`config.mk`:
```
export PLATFORM = sky130hd
export DESIGN_NAME = wb_writeback_unit
export DESIGN_NICKNAME = d
export VERILOG_FILES = /design/src/rtl/wb_writeback_unit.sv
export SDC_FILE = /design/constraint.sdc
export NUM_CORES = 1
export LEC_CHECK = 0
export ABC_AREA = 1
export BUFFER_PORTS_ARGS = -buffer_cell sky130_fd_sc_hd__clkbuf_2
export CAP_MARGIN = 20
export CELL_PAD_IN_SITES_DETAIL_PLACEMENT = 0
export CELL_PAD_IN_SITES_GLOBAL_PLACEMENT = 1
export CORE_MARGIN = 1
export CORE_UTILIZATION = 25
export CTS_CLUSTER_SIZE = 24
export DETAILED_ROUTE_END_ITERATION = 7
export HOLD_SLACK_MARGIN = 0.02
export PLACE_DENSITY_LB_ADDON = 0.1
export RECOVER_POWER = 100
export SLEW_MARGIN = 20
export SYNTH_ARGS = -nofsm -noshare
export SYNTH_HDL_FRONTEND = slang
export SYNTH_SLANG_ARGS = --single-unit
```
`constraint.sdc`:
```
create_clock -name clk -period 1.2 [get_ports clk]
set_clock_uncertainty 0.1 [all_clocks]
set_input_delay 0.24 -clock clk [delete_from_list [all_inputs] [get_ports clk]]
set_output_delay 0.24 -clock clk [all_outputs]
set_load 0.02 [all_outputs]
```
`src/rtl/wb_writeback_unit.sv`:
```
// Register-file writeback stage: selects ALU/load/link data, registers the write port,
// and stalls the core on variable-latency loads with a timeout abort.
module wb_writeback_unit #(
  parameter int DATA_W  = 32,
  parameter int ADDR_W  = 5,
  parameter int TIMEOUT = 15
) (
  input  logic              clk,
  input  logic              reset,
  input  logic              wb_valid,
  input  logic              reg_write,
  input  logic              mem_to_reg,
  input  logic              link,
  input  logic [ADDR_W-1:0] rd,
  input  logic [DATA_W-1:0] alu_result,
  input  logic [DATA_W-1:0] pc_plus4,
  input  logic              mem_rvalid,
  input  logic [DATA_W-1:0] mem_rdata,
  output logic              stall,
  output logic              rf_we,
  output logic [ADDR_W-1:0] rf_waddr,
  output logic [DATA_W-1:0] rf_wdata,
  output logic              byp_valid,
  output logic [ADDR_W-1:0] byp_addr,
  output logic [DATA_W-1:0] byp_data,
  output logic              mem_timeout
);

  typedef enum logic {IDLE, WAIT_MEM} state_t;

  localparam int CNT_W = 8;
  localparam logic [CNT_W-1:0] CNT_LAST = CNT_W'(TIMEOUT - 1);

  state_t            state_q, state_d;
  logic [CNT_W-1:0]  wait_cnt_q, wait_cnt_d;
  logic [ADDR_W-1:0] rd_cap_q, rd_cap_d;
  logic              rf_we_q, rf_we_d;
  logic [ADDR_W-1:0] rf_waddr_q, rf_waddr_d;
  logic [DATA_W-1:0] rf_wdata_q, rf_wdata_d;
  logic              mem_timeout_q, mem_timeout_d;

  logic              accept, eff_load;
  logic              wr_en;
  logic [ADDR_W-1:0] wr_addr;
  logic [DATA_W-1:0] wr_data;

  assign accept   = wb_valid & reg_write;
  assign eff_load = mem_to_reg & ~link;

  // NOTE: every variable written here gets a default first, so no path leaves
  // it unassigned and no latch is inferred.
  always_comb begin
    state_d       = state_q;
    wait_cnt_d    = wait_cnt_q;
    rd_cap_d      = rd_cap_q;
    mem_timeout_d = mem_timeout_q;
    stall         = 1'b0;
    wr_en         = 1'b0;
    wr_addr       = rd;
    wr_data       = alu_result;

    case (state_q)
      IDLE: begin
        if (accept) begin
          if (!eff_load) begin
            wr_en   = 1'b1;
            wr_data = link ? pc_plus4 : alu_result;
          end else if (mem_rvalid) begin
            wr_en   = 1'b1;
            wr_data = mem_rdata;
          end else begin
            rd_cap_d   = rd;
            state_d    = WAIT_MEM;
            wait_cnt_d = '0;
            stall      = 1'b1;
          end
        end
      end
      WAIT_MEM: begin
        if (mem_rvalid) begin
          wr_en      = 1'b1;
          wr_addr    = rd_cap_q;
          wr_data    = mem_rdata;
          state_d    = IDLE;
          wait_cnt_d = '0;
        end else if (wait_cnt_q == CNT_LAST) begin
          mem_timeout_d = 1'b1;
          state_d       = IDLE;
          wait_cnt_d    = '0;
          stall         = 1'b1;
        end else begin
          wait_cnt_d = wait_cnt_q + CNT_W'(1);
          stall      = 1'b1;
        end
      end
    endcase

    if (reset) stall = 1'b0;

    // Address/data track every write; r0 simply never raises the strobe.
    rf_we_d    = wr_en & (wr_addr != '0);
    rf_waddr_d = wr_en ? wr_addr : rf_waddr_q;
    rf_wdata_d = wr_en ? wr_data : rf_wdata_q;
  end

  // NOTE: sequential state uses non-blocking assignments so every flop samples
  // the pre-edge values, independent of statement order.
  always_ff @(posedge clk) begin
    if (reset) begin
      state_q       <= IDLE;
      wait_cnt_q    <= '0;
      rd_cap_q      <= '0;
      rf_we_q       <= 1'b0;
      rf_waddr_q    <= '0;
      rf_wdata_q    <= '0;
      mem_timeout_q <= 1'b0;
    end else begin
      state_q       <= state_d;
      wait_cnt_q    <= wait_cnt_d;
      rd_cap_q      <= rd_cap_d;
      rf_we_q       <= rf_we_d;
      rf_waddr_q    <= rf_waddr_d;
      rf_wdata_q    <= rf_wdata_d;
      mem_timeout_q <= mem_timeout_d;
    end
  end

  assign rf_we       = rf_we_q;
  assign rf_waddr    = rf_waddr_q;
  assign rf_wdata    = rf_wdata_q;
  assign byp_valid   = rf_we_q;
  assign byp_addr    = rf_waddr_q;
  assign byp_data    = rf_wdata_q;
  assign mem_timeout = mem_timeout_q;

endmodule

```
* After elaboration in Yosys (flattened, before gate mapping)
Cells that the tools add are included.
** Word-level totals
- Register bits :: 53
** Cells by class
- Add/subtract/negate cells :: 1
- Equal/unequal tests :: 4
- Mux-type cells :: 25
- Bitwise logic cells :: 6
- Reductions and logical operators :: 4
** Operators with widths (number)
- $mux W32 :: 4
- $pmux W32 S2 :: 1
- $mux W8 :: 5
- $pmux W8 S2 :: 1
- $mux W5 :: 2
- $mux W1 :: 9
- $reduce_and A3 Y1 :: 3
- $add A8 B1 Y8 const B :: 1
- $eq A8 B4 Y1 const B :: 1
- $ne A2 B2 Y1 const B :: 3
- $pmux W1 S2 :: 3
- $reduce_bool A5 Y1 :: 1
- $and A1 B1 Y1 :: 3
- $not A1 Y1 :: 3

* Longest topological paths before layout
- Depth in word-level cells :: 6
- Depth in mapped cells :: 11
- Depth with buffers taken out :: 9

* Least setup slack after synthesis
OpenSTA, ideal clock, no wires.
- Path kind :: reg-to-reg
- From :: register state_q
- To :: register rf_wdata_q[0], in the netlist byp_data[0]
- Setup time :: 115 ps
- Arrival :: 1138 ps
- Path slack :: -153 ps
- Stages on the path, launching flop included :: 10
- Buffers on the path :: 2
- Cell sequence :: dfxtp_1 > inv_2 > nand2_1 > clkbuf_2 > inv_2 > buf_2 > nand2_1 > nand3_1 > nor2_1 > nor2_1
** Between the ends
- Word-level cells in the longest chain between the ends :: 2
- Elaborated cells between the ends (all ways) :: 3
** Ends and longest elaborated chain
- start, declared :: line 34 : state_t state_q, state_d;
- start signal, assigned :: line 118 : state_q <= state_d;
- $not A1 Y1
- $pmux W32 S2 or $pmux W1 S2 (tied branches) :: line 62 : case (state_q)
- end signal, assigned :: line 123 : rf_wdata_q <= rf_wdata_d;
- end, declared :: line 39 : logic [DATA_W-1:0] rf_wdata_q, rf_wdata_d;
Parallel ways exist; a longest one is shown, timed or not.
A chain may end at the register's enable or synchronous reset.

* Final worst setup path
- From :: register state_q
- To :: register rf_wdata_q[31], in the netlist byp_data[31]
Same word-level chain as after synthesis.

==> flow_summary.rst <==
.. list-table::
   :header-rows: 1

   * - Metric
     - Value
   * - Result of the run
     - complete, but fails checks
   * - Failing checks
     - negative setup slack
   * - Pwr Density
     - 855.1 nW/um^2
   * - Via count of the first global-routing pass
     - 4,801
   * - Clock network latency to the later pin of the worst-skew pair
     - 0.30 ns
   * - Number of buffers inserted for hold repair after clock tree synthesis
     - 0
   * - Wire length of the first global-routing pass
     - 23.96 mm
   * - Number of buffer and inverter instances along the worst setup path
     - 5
   * - Share of synthesized cell area in full adder, half adder and majority cells
     - 0.6088%
   * - Maximum vdd ir drop
     - 516.6 uV
   * - Buffer cell driving the clock tree root
     - clkbuf_16
   * - Global-route usage over all layers
     - 17.91%
   * - Unrepaired setup endpoints after global routing
     - true
   * - Destination of the worst hold path
     - state_q
   * - Cells after synthesis
     - 715
   * - Combinational power share
     - 33.2%
   * - Residual DRC count
     - 0
   * - Post-detailed-route wirelength per cell
     - 13.91 um
   * - Clock edge transition at the registers on the reported setup and hold paths
     - 0.07 ns
   * - Fin. Hold Viols
     - 0
   * - Core region area
     - 15,940 sq um
   * - Startpoint type of the worst setup path
     - register
   * - Kind of cell adding the most delay to the critical path
     - buffers and inverters
   * - Kind of path behind the tightest hold check
     - primary input to register
   * - Maximum fanout along the worst path
     - 7
   * - Antenna violations before repair
     - 0
   * - Synth top area share
     - 25.81%
   * - Number of max-cap violations
     - 0
   * - Placed Area
     - 5460 sq um
   * - Internal Dissipation
     - 3732 uW
   * - Die W
     - 130.2 um
   * - Cell breakdown of the critical path
     - buf_6 -> buf_12 -> buf_12 -> nor2_4 -> buf_6 -> buf_12 -> nand2_4 -> a21oi_2
   * - LEAKAGE
     - 0.003170 uW
   * - Share of the cycle needed by the critical path after routing
     - 129.2%
   * - Clk sink count
     - 53
   * - Maximum number of pins on one net before global-route repair
     - 48
   * - Sequential share of power
     - 35.3%
   * - Yosys warnings
     - 0
   * - Buffer levels on the longest clock path
     - 2
   * - Post-synth net total
     - 825
   * - Fin nets
     - 1,017
   * - TritonCTS clock tree
     - built
   * - Die H
     - 130.2 um
   * - Post-synthesis share of cell area spent on xor and xnor gates
     - 0.2131%
   * - Total die area
     - 16,960 sq um
   * - Total wire length after detailed routing
     - 15.64 mm
   * - Number of core rows
     - 46
   * - Number of enable flip-flop cells after synthesis
     - 0
   * - Destination of the worst register-to-register timing path
     - byp_data[31]
   * - Slack of the worst reg-to-reg path
     - -0.35 ns
   * - Critical Setup Path Class
     - register to register
   * - Hold wc startpoint
     - reset
   * - Number of pins exceeding their max-slew limit in the final report
     - 0
   * - Area grow syn2layout
     - 59.60%
   * - Most used cells in the layout excluding fill and tap cells
     - nand2_1 (198), clkbuf_2 (140), nand3_1 (67)
   * - Top achievable clock speed
     - 0.6451 GHz
   * - Worst reg2reg startpoint
     - state_q
   * - Peak per-stage delay on the critical path
     - 0.36 ns
   * - Sequential area share after synthesis
     - 25.81%
   * - Net switching power of the design
     - 1878 uW
   * - Post-layout minimum cycle time
     - 1.550 ns
   * - Largest family of logic cells by synthesized area
     - simple AND/OR/NAND/NOR gates
   * - Mux contribution to synthesized area
     - 0%
   * - Slack of the critical path
     - -0.3501 ns
   * - H-tree depth reported by CTS
     - 2
   * - Hold Path Cell Cnt
     - 2
   * - Vias
     - 5,148
   * - Critical path's most frequent cell
     - buf_12
   * - Number of CTS-inserted buffers
     - 5
   * - Worst Tran Pin Value
     - 0.4674 ns
   * - Avg Synthesized Cell Area
     - 5.749 sq um
   * - Port buffer count
     - 185
   * - Synth top area cells
     - dfxtp_1 (26%), nand2_1 (21%), nand3_1 (8.6%), o21ai_0 (8.3%), buf_4 (8.0%)
   * - Critical path depth
     - 8
   * - Depth of the worst register-to-register path
     - 8
   * - Initial Utilization
     - 25.78%
   * - Synth cell types
     - 28
   * - DPL Wire Length
     - 11.30 mm
   * - Cell Area, Synth
     - 4110 sq um
   * - Design Area, Final
     - 6560 sq um
   * - Count of pins on the block boundary
     - 186
   * - Slew HR
     - 68.51%
   * - Arrival time at the worst endpoint
     - 1.68 ns
   * - Proportion of register bits with asynchronous set or reset after synthesis
     - 0%
   * - Proportion of layout cells with a drive suffix above 1
     - 45.59%
   * - Antenna cell count
     - 0
   * - Fraction of the mapped netlist area in compound gates
     - 16.47%
   * - Slowest stage cell, crit path
     - dfxtp_4
   * - Kind of end point of the critical path
     - register
   * - Prevailing post-synth register cell
     - dfxtp_1
   * - Clk pwr share
     - 31.5%
   * - Simple-gate share of the synthesized area
     - 39.57%
   * - Routability-driven placement congestion ratio
     - 0.8332
   * - Final setup viols
     - 49
   * - Final global-route overflow total
     - 0
   * - Most common library cell in the layout ignoring fill and taps
     - nand2_1
   * - Switching Share
     - 33.48%
   * - Worst endpoint required time
     - 1.33 ns
   * - Cell taking the most area after synthesis
     - dfxtp_1
   * - Worst slack after detailed placement
     - -0.2904 ns
   * - Flops & latches, synth
     - 53
   * - Number of filler instances in the final layout
     - 1,702
   * - Via-per-instance ratio
     - 4.580
   * - Number of DRC markers after the initial detailed-route iteration
     - 234
   * - Routed Antenna Nets
     - 0
   * - First-pass detailed-route iteration total
     - 4
cells in the mapped netlist (2+ instances only):
cell      number
or2_2          3
o21ai_0       68
buf_6          4
nand2_1      233
o21ai_1       40
buf_4         44
clkbuf_1      15
nand4_1        4
inv_1         42
inv_2          6
nand3_1       71
nor2_1        76
a31oi_1        5
dfxtp_1       53
buf_2         17
a21oi_1       21
ha_1           2
through the flow:
| stage | power [uW] | hold WS, ns | cells | TNS (ns) | util (%) |
|---|---|---|---|---|---|
| after global routing | 5918 | 0.07863 | 1124 | -17.20 | 41.15 |
| after CTS | 5550 | 0.07314 | 1115 | -11.13 | 38.20 |
| after floorplan | 3034 | 0.3227 | 715 | -1.440 | - |
| after global placement | 3587 | 0.3607 | 1093 | -11.52 | 34.25 |
| after detailed placement | 3591 | 0.3700 | 1093 | -13.11 | 34.25 |
| final | 5610 | 0.07123 | 1124 | -13.39 | 41.15 |
worst max path at each step:
stage	slack, ns	to	startpoint
floorplan	-0.07	byp_data[28]	state_q
global placement	-0.29	byp_data[27]	mem_rvalid
detailed placement	-0.29	byp_data[16]	mem_to_reg
CTS	-0.33	stall	state_q
global route	-0.43	byp_data[1]	state_q
finish	-0.35	byp_data[31]	state_q
kinds of logic after synthesis:
| group | count (synthesis) |
|---|---|
| buffers and inverters | 131 |
| adder cells (fa/ha/maj) | 2 |
| XOR/XNOR | 1 |
| AND/OR/NAND/NOR | 394 |
| AO/OA/AOI/OAI | 134 |
| flip-flops | 53 |
metal layers:
layer / track usage [%] / vias up / share of wire [%]
met4: 3.557 / 0 / 0.72
met1: 23.51 / 2346 / 47
met2: 31.04 / 151 / 48
met5: 0 / - / 0
met3: 2.583 / 7 / 5.0
li1: - / 2644 / -
worst register-to-register path, stage by stage (launching register included):
cell	delay [ns]
dfxtp_4	0.36
buf_6	0.12
buf_12	0.12
buf_12	0.13
nor2_4	0.14
buf_6	0.16
buf_12	0.16
nand2_4	0.05
a21oi_2	0.13
timing repair:
item / CTS / global route
buffers inserted: 12 / 9
pin swaps: 18 / 60
cloned: 3 / 4
setup endpoints to repair: 116 / 85
resized for setup: 117 / 133
power by group through the flow:
stage,Combinational (uW),Clock [uW],Sequential (uW)
final,1860,1770,1980
after global routing,2050,1870,2000
after CTS,1740,1820,1990
after detailed placement,1580,0,2010
after global placement,1580,0,2000
after floorplan,947,0,2090
flip-flops by register name, summed over array words and instances, names as in the netlist:
signal and cells:
byp_data 32, wait_cnt_q 8, byp_addr 5, rd_cap_q 5
byp_valid 1, mem_timeout 1, state_q 1
area by class of cell:
class / count / area, sq um / area share, %
multi-input combinational: 531 / 2739 / 41.75
timing repair buffer: 267 / 2034 / 31.01
sequential: 53 / 1121 / 17.09
tap: 216 / 270.3 / 4.120
inverter: 49 / 219.0 / 3.338
clock buffer: 6 / 138.9 / 2.117
clock inverter: 2 / 37.54 / 0.5722
No activity file was read; power rests on OpenSTA's default activity.
